--- config.mk ---
export PLATFORM = sky130hd
export DESIGN_NAME = seq_mult_n
export DESIGN_NICKNAME = d
export VERILOG_FILES = /design/src/rtl/seq_mult_n_pkg.sv /design/src/rtl/seq_mult_n_rca.sv /design/src/rtl/seq_mult_n.sv
export SDC_FILE = /design/constraint.sdc
export NUM_CORES = 1
export LEC_CHECK = 0
export CAP_MARGIN = 0
export CELL_PAD_IN_SITES_DETAIL_PLACEMENT = 1
export CELL_PAD_IN_SITES_GLOBAL_PLACEMENT = 2
export CORE_MARGIN = 4
export CORE_UTILIZATION = 34
export CTS_CLUSTER_DIAMETER = 50
export DETAILED_ROUTE_END_ITERATION = 6
export GPL_ROUTABILITY_DRIVEN = 0
export PLACE_DENSITY = 0.77
export SYNTH_ARGS = -nofsm -noshare
export SYNTH_HDL_FRONTEND = slang
export SYNTH_SLANG_ARGS = --single-unit
--- constraint.sdc ---
create_clock -name clk -period 36.1 [get_ports clk]
set_input_delay 5.415 -clock clk [delete_from_list [all_inputs] [get_ports clk]]
set_output_delay 5.415 -clock clk [all_outputs]
set_load 0.03 [all_outputs]
--- src/rtl/seq_mult_n_pkg.sv ---
// seq_mult_n_pkg
// Shared definitions for the sequential shift-and-add multiplier:
//   - state_t   : FSM state encoding (IDLE, RUN, DONE)
//   - cnt_width : width of the step counter for a given operand width
package seq_mult_n_pkg;

  typedef enum logic [1:0] {
    ST_IDLE = 2'd0,
    ST_RUN  = 2'd1,
    ST_DONE = 2'd2
  } state_t;

  // One extra bit over clog2 so the counter can represent N-1 for any N
  // without wrapping.
  function automatic int cnt_width(input int n);
    return $clog2(n) + 1;
  endfunction

endpackage

--- src/rtl/seq_mult_n_rca.sv ---
// rca_n
// Plain n-bit ripple-carry adder used as the accumulate adder of seq_mult_n.
// Ports:
//   a, b : n-bit addends
//   ci   : carry in
//   s    : n-bit sum
//   co   : carry out
module rca_n #(
  parameter int n = 8
) (
  input  logic [n-1:0] a,
  input  logic [n-1:0] b,
  input  logic         ci,
  output logic [n-1:0] s,
  output logic         co
);

  logic [n:0] w_c;

  assign w_c[0] = ci;

  for (genvar gi = 0; gi < n; gi++) begin : g_bit
    assign s[gi]     = a[gi] ^ b[gi] ^ w_c[gi];
    assign w_c[gi+1] = (a[gi] & b[gi]) | (a[gi] & w_c[gi]) | (b[gi] & w_c[gi]);
  end

  assign co = w_c[n];

endmodule

--- src/rtl/seq_mult_n.sv ---
// seq_mult_n
// Sequential shift-and-add unsigned multiplier, N x N -> 2N.
// One partial product is accumulated per RUN cycle through a 2N-bit
// ripple-carry adder (rca_n); the result is presented in DONE until taken.
//
// Ports:
//   clk       : rising-edge clock
//   rst       : asynchronous, active-high reset
//   in_valid  : a/b valid
//   in_ready  : operands accepted (high only in IDLE, low during reset)
//   a, b      : N-bit unsigned multiplicand / multiplier
//   out_valid : p holds a completed product
//   out_ready : downstream accepts p
//   p         : 2N-bit product (0 whenever out_valid is low)
//
// Build option:
//   SEQ_MULT_EARLY_TERM_EN : finish RUN as soon as the remaining multiplier
//                            bits are all zero. Product is unchanged.
//
// state | meaning
// IDLE  | waiting for operands, in_ready=1
// RUN   | one shift-and-add step per cycle
// DONE  | product valid, waiting for out_ready
module seq_mult_n
  import seq_mult_n_pkg::*;
#(
  parameter int N = 32
) (
  input  logic           clk,
  input  logic           rst,
  input  logic           in_valid,
  output logic           in_ready,
  input  logic [N-1:0]   a,
  input  logic [N-1:0]   b,
  output logic           out_valid,
  input  logic           out_ready,
  output logic [2*N-1:0] p
);

  localparam int CW = cnt_width(N);

  state_t         r_state;
  state_t         w_next;
  logic [2*N-1:0] r_mcand;
  logic [2*N-1:0] r_acc;
  logic [N-1:0]   r_mplier;
  logic [CW-1:0]  r_cnt;

  logic [2*N-1:0] w_addend;
  logic [2*N-1:0] w_sum;
  logic           w_co_unused;
  logic           w_accept;
  logic           w_last;

  // Gating the addend instead of muxing the sum keeps the adder in the path
  // every cycle; adding zero leaves acc unchanged.
  assign w_addend = r_mplier[0] ? r_mcand : '0;

  rca_n #(.n(2*N)) u_rca (
    .a  (r_acc),
    .b  (w_addend),
    .ci (1'b0),
    .s  (w_sum),
    .co (w_co_unused)
  );

  assign w_accept = in_valid && in_ready;

`ifdef SEQ_MULT_EARLY_TERM_EN
  assign w_last = (r_cnt == CW'(N-1)) || ((r_mplier >> 1) == '0);
`else
  assign w_last = (r_cnt == CW'(N-1));
`endif

  // State register
  always_ff @(posedge clk or posedge rst) begin
    if (rst) begin
      r_state <= ST_IDLE;
    end else begin
      r_state <= w_next;
    end
  end

  // Next-state logic
  always_comb begin
    w_next = r_state;
    case (r_state)
      ST_IDLE: if (w_accept)  w_next = ST_RUN;
      ST_RUN:  if (w_last)    w_next = ST_DONE;
      ST_DONE: if (out_ready) w_next = ST_IDLE;
      default:                w_next = ST_IDLE;
    endcase
  end

  // Outputs
  always_comb begin
    in_ready  = (r_state == ST_IDLE) && !rst;
    out_valid = (r_state == ST_DONE);
    p         = '0;
    if (r_state == ST_DONE) p = r_acc;
  end

  // Datapath
  always_ff @(posedge clk or posedge rst) begin
    if (rst) begin
      r_mcand  <= '0;
      r_acc    <= '0;
      r_mplier <= '0;
      r_cnt    <= '0;
    end else begin
      case (r_state)
        ST_IDLE: begin
          if (w_accept) begin
            r_mcand  <= {{N{1'b0}}, a};
            r_mplier <= b;
            r_acc    <= '0;
            r_cnt    <= '0;
          end
        end
        ST_RUN: begin
          r_acc    <= w_sum;
          r_mcand  <= r_mcand << 1;
          r_mplier <= r_mplier >> 1;
          r_cnt    <= r_cnt + 1'b1;
        end
        default: ;
      endcase
    end
  end

endmodule
==> results_dict.tcl, run 1 <==
set metrics [dict create \
    nNetsFinal 1168 \
    multiInputGateArea_um2 4220 \
    die_h_um 171 \
    grt_usage_pct 16.2 \
    fp.dieW_um 171 \
    die_area_um2 29100 \
    p_per_area_nw_per_um2 68.8 \
    synth_ff_type "dfrtp_1" \
    synth.net_count 1083 \
    h-tree-depth 4 \
    worst_pin_slew_ps 1060 \
    clock.fmax_mhz 36.3 \
    dpl_cell_area_um2 10500 \
    cp_slowest_cell "dfrtp_2" \
    drcViolationCount 0 \
    async_flop_share_pct 100 \
    crit_top_cell "fa_1" \
    fin_tns_setup_ps 0 \
    max_stage_delay_ps 580 \
    layout-drive-gt1-share_pct 4.48 \
    grt_max_degree 115 \
    dr.pass1.iters 4 \
    cts_buffers 17 \
    floorplan.initialDensity_pct 34.5 \
    cp-end-kind "flop" \
    status "completed" \
    synth_edf_count 0 \
    yosysMostFrequentCell "nand2_1" \
    port_buffers 133 \
    ys_seq_area_share_pct 46.7 \
    syn2layout_area_growth_pct 23.7 \
    clk_latency_ps 430 \
    synthTopCellsByArea "dfrtp_1 47%, fa_1 14%, nand3_1 8.1%, nand2_1 7.6%, and2_1 4.7%" \
    dp_hpwl_um 14200 \
    skew_ps 18.3 \
    drtIter0Drc 304 \
    grt_overflow_total 0 \
    grt_antenna_before_repair 1 \
    ios 134 \
    grt_pass1_vias 7456 \
    cts_tree "yes" \
    drtAntennaViolNets 0 \
    grt_pass1_wl_um 38700 \
    antenna_cells 0 \
    design_area_um2 11100 \
    rows 59 \
    ys_types 34 \
    synth_commonest_cells "183 x nand2_1, 168 x dfrtp_1, 145 x nand3_1" \
    post_cts_buffers 0 \
    ctsHoldBuffers 0 \
    viasPerCell 5.02 \
    seqCellArea_um2 4210 \
    wire_per_inst_um 16.4 \
    critPathMaxFanout 20 \
    min_path_cells 1 \
    wl_um 22700 \
    maxCapViolations 0 \
    cts.clk_slew.worst_paths_ps 60 \
    setup.worst_path.start_class "flop" \
    slew_viol_final 0 \
    root_buffer "clkbuf_16" \
    power.leakage_nw 4.67 \
    synth_top_cell_by_area "dfrtp_1" \
    cts_sinks 168 \
    ys_ff_latch 168 \
    syn-cell-area_um2 8990 \
    setup_viol 0 \
    avgSynthCellArea_um2 9.46 \
    hold_violations 0 \
    yosysTopAreaCellShare_pct 46.7 \
    hold_class "reg2reg" \
    fillers 2916 \
    min_period_over_period_pct 76.4 \
    clockBufferDepth 2 \
    r2r_cells 70 \
    fin_crit_ps 27560 \
    vdd_drop_max_mv 0.0259 \
    arrival_ps 27920 \
    synth_cells 951 \
    rsz0062_at_grt "false" \
    cts_resized 0 \
    required_ps 36450 \
    fp.coreArea_um2 26100 \
    critPathKind "reg2reg" \
    slew_headroom_pct 29.4 \
    holdWs_ps 482 \
    synth_warnings 0 \
    vias 6945 \
]
-- flip-flops by register name, summed over array words and instances, names as in the netlist --
signal / cells
r_cnt: 6
r_mplier: 32
r_acc: 64
r_state: 2
r_mcand: 64
-- cell families after synthesis --
kind of cell	count (synthesis)	synth area share, %
simple gates	442	23.0
flops	168	46.7
buf+inv	141	6.79
compound gates	135	9.25
fa+ha+maj	64	14.1
mux	1	0.111
-- metal layers --
layer | part of all wire (%) | global-route usage [%] | wire length [µm] | vias to the layer above
met2 | 47 | 26.2 | 10700 | 117
met5 | 0.057 | 0 | 13 | -
li1 | - | - | - | 3298
met4 | 0.77 | 3.13 | 174 | 2
met3 | 5.4 | 4.32 | 1220 | 15
met1 | 47 | 22.2 | 10600 | 3513
-- through the flow --
step           total power [mW]  cells  util (%)  worst slack, ps
2_1_floorplan             0.496    951         -             9450
3_3_place_gp              0.560   1352      40.2             8480
3_5_place_dp              0.574   1352      40.2             8380
4_1_cts                   0.781   1384      42.7             8190
5_1_grt                   0.839   1384      42.7             7370
6_report                  0.766   1384      42.7             8540
-- area by class of cell --
cell class	instances	share of cell area (%)
Tap cell	335	3.77
Sequential cell	168	37.8
Multi-Input combinational cell	642	37.9
Inverter	65	2.24
Clock inverter	14	1.90
Timing Repair Buffer	142	12.6
Clock buffer	18	3.86
-- worst paths after layout --
| kind | from | to | slack [ps] |
|---|---|---|---|
| worst min register to register | r_cnt[5] | r_cnt[5] | 480 |
| worst max register to register | r_mplier[0] | r_acc[63] | 8540 |
| worst max-delay path | r_mplier[0] | r_acc[63] | 8540 |
| min in group asynchronous | rst | r_acc[26] | 5770 |
| worst min-delay path | r_cnt[5] | r_cnt[5] | 480 |
| max in group asynchronous | rst | r_mplier[0] | 28940 |
-- cell usage in the layout, fill, tap and decap left out, types with 17 or more instances in the layout --
cell type	synthesis	layout
a22oi_1	43	43
and2_1	68	68
clkbuf_16	0	17
clkdlybuf4s50_1	0	133
dfrtp_1	168	167
fa_1	62	62
inv_1	65	64
nand2_1	183	183
nand3_1	145	145
nor2_1	18	18
nor3_1	20	20
o21ai_0	59	59
o22ai_1	19	19
-- power breakdown --
part	switching (mW)	internal, mW
Clock	0.0844	0.119
Sequential	0.0601	0.266
Combinational	0.139	0.0974
Total	0.284	0.482
-- critical path: cells and delay by family, from the launching register on --
family,cells,cell delay [ps]
adders and majority gates,63,25750
and+or+nand+nor,3,760
buffers and inverters,3,180
AOI/OAI and AO/OA,1,150
DFF,1,580
Power figures use the tool's default switching activity.
==> run 2, diff against run 1 <==
clock period = 27.7 ns   (was 36.1 ns; I/O delays follow)
==> run 2 against run 1 <==
Clock power rose by 23%. Fmax grew 3.4%. Combinational power grew 35%. Clock-buffer cell count rose by 1. Flip-flop and latch count is the same. Cell count unchanged.
==> results_dict.tcl, run 2 (synthesis gave the netlist of run 1 again) <==
set metrics [dict create \
    cp_slowest_cell "or4_1" \
    antenna_cells 0 \
    status "completed" \
    top_regs "r_acc (64), r_mcand (64), r_mplier (32)" \
    p_per_area_nw_per_um2 88.9 \
    drtIter0Drc 366 \
    worst_pin_slew_ps 1090 \
    slew_headroom_pct 27.3 \
    grt_usage_pct 16.2 \
    clk_latency_ps 430 \
    slew_viol_final 0 \
    fin_tns_setup_ps 0 \
    r2r_cells 70 \
    cts_sinks 168 \
    wl_um 22500 \
    max_stage_delay_ps 500 \
    wire_per_inst_um 16.3 \
    vias 6866 \
    h-tree-depth 4 \
    rrSetupSlack_ps 1030 \
    maxCapViolations 0 \
    totalPowerFinal_mw 0.990 \
    min_path_cells 1 \
    nNetsFinal 1168 \
    post_cts_buffers 0 \
    hold_path_end "r_cnt[5]" \
    port_buffers 133 \
    fillers 2948 \
    cts_buffers 17 \
    grt_pass1_wl_um 38500 \
    rows 59 \
    cts_tree "yes" \
    ios 134 \
    min_period_over_period_pct 96.3 \
    drcViolationCount 0 \
    required_ps 28050 \
    syn2layout_area_growth_pct 23.9 \
    rsz0062_at_grt "false" \
    hold_violations 0 \
    critPathKind "reg2reg" \
    fin_crit_ps 26670 \
    ctsHoldBuffers 0 \
    seqCellArea_um2 4210 \
    grt_max_degree 116 \
    grt_antenna_before_repair 0 \
    die_h_um 171 \
    holdCritStartpoint "r_cnt[5]" \
    layout-drive-gt1-share_pct 5.82 \
    grt_overflow_total 0 \
    fp.dieW_um 171 \
    floorplan.initialDensity_pct 34.5 \
    fin_ws_ps 1030 \
    clock.fmax_mhz 37.5 \
    die_area_um2 29100 \
    final_common_cell "nand2_1" \
    power.leakage_nw 4.65 \
    setup.worst_path.start_class "flop" \
    crit-reg2reg-launch "r_mplier[0]" \
    viasPerCell 4.96 \
    clockBufferDepth 2 \
    cp-end-kind "flop" \
    fp.coreArea_um2 26100 \
    skew_ps 13.1 \
    root_buffer "clkbuf_16" \
    crit_top_cell "fa_1" \
    multiInputGateArea_um2 4250 \
    dr.pass1.iters 4 \
    cts.clk_slew.worst_paths_ps 70 \
    dp_hpwl_um 14200 \
    final_cell_mix "183 x nand2_1, 167 x dfrtp_1, 145 x nand3_1" \
    hold_class "reg2reg" \
    dpl_worst_slack_ps 35.5 \
    setup_viol 0 \
    r2r-end "r_acc[63]" \
    drtAntennaViolNets 0 \
    arrival_ps 27010 \
    grt_pass1_vias 7444 \
    vdd_drop_max_mv 0.0431 \
    critPathMaxFanout 20 \
]
-- run 2: changes by cell type in the layout (fill, tap and decap cells not counted), sizes merged --
cell / before / now
clkinvlp: 0 / 3
clkbuf: 18 / 19
clkinv: 3 / 1
bufinv: 4 / 2
-- run 2: repair_timing --
action                     4_1_cts  5_1_grt
gates cloned                     0        0
setup endpoints to repair        1        2
resized for setup                3       13
-- run 2: layout make-up --
cell class	instances	area share, %
Clock buffer	19	4.06
Sequential cell	168	37.7
Inverter	65	2.23
Multi-Input combinational cell	642	38.1
Clock inverter	13	1.41
Timing Repair Buffer	142	12.7
Tap cell	335	3.76
-- run 2: through the flow --
stage,cells,hold slack (ps),cell area (µm²),utilization [%]
floorplan,951,445,8990,-
global placement,1352,463,10500,40.2
detailed placement,1352,477,10500,40.2
CTS,1384,486,11100,42.6
global route,1384,515,11100,42.8
finish,1384,479,11100,42.8
-- run 2: worst max path at each step --
stage	from	endpoint	slack (ps)
final	r_mplier[0]	r_acc[63]	1030
after floorplan	r_mplier[0]	r_acc[63]	1050
after global routing	r_mplier[0]	r_acc[63]	60
after detailed placement	r_mplier[0]	r_acc[63]	40
after global placement	r_mplier[0]	r_acc[63]	290
after CTS	r_mplier[0]	r_acc[63]	30
-- run 2: critical path, delay by kind of cell, from the launching register on --
family                     cells  cell delay, ps
DFF                            1             400
AOI/OAI and AO/OA              1             150
buffers and inverters          4             330
adders and majority gates     62           24940
and+or+nand+nor                3             730
-- run 2: report_power, final --
group	switching, mW	internal, mW	total (mW)	leakage, nW
registers	0.0743	0.347	0.421	2.13
clock network	0.109	0.141	0.250	0.291
logic	0.187	0.132	0.319	2.23
-- run 2: routing by layer --
metal	global-route usage [%]	up-vias	routed length (µm)
li1	-	3306	-
met1	22.7	3446	10700
met2	25.7	104	10600
met3	4.25	10	1100
met4	2.92	0	152
met5	0	-	0
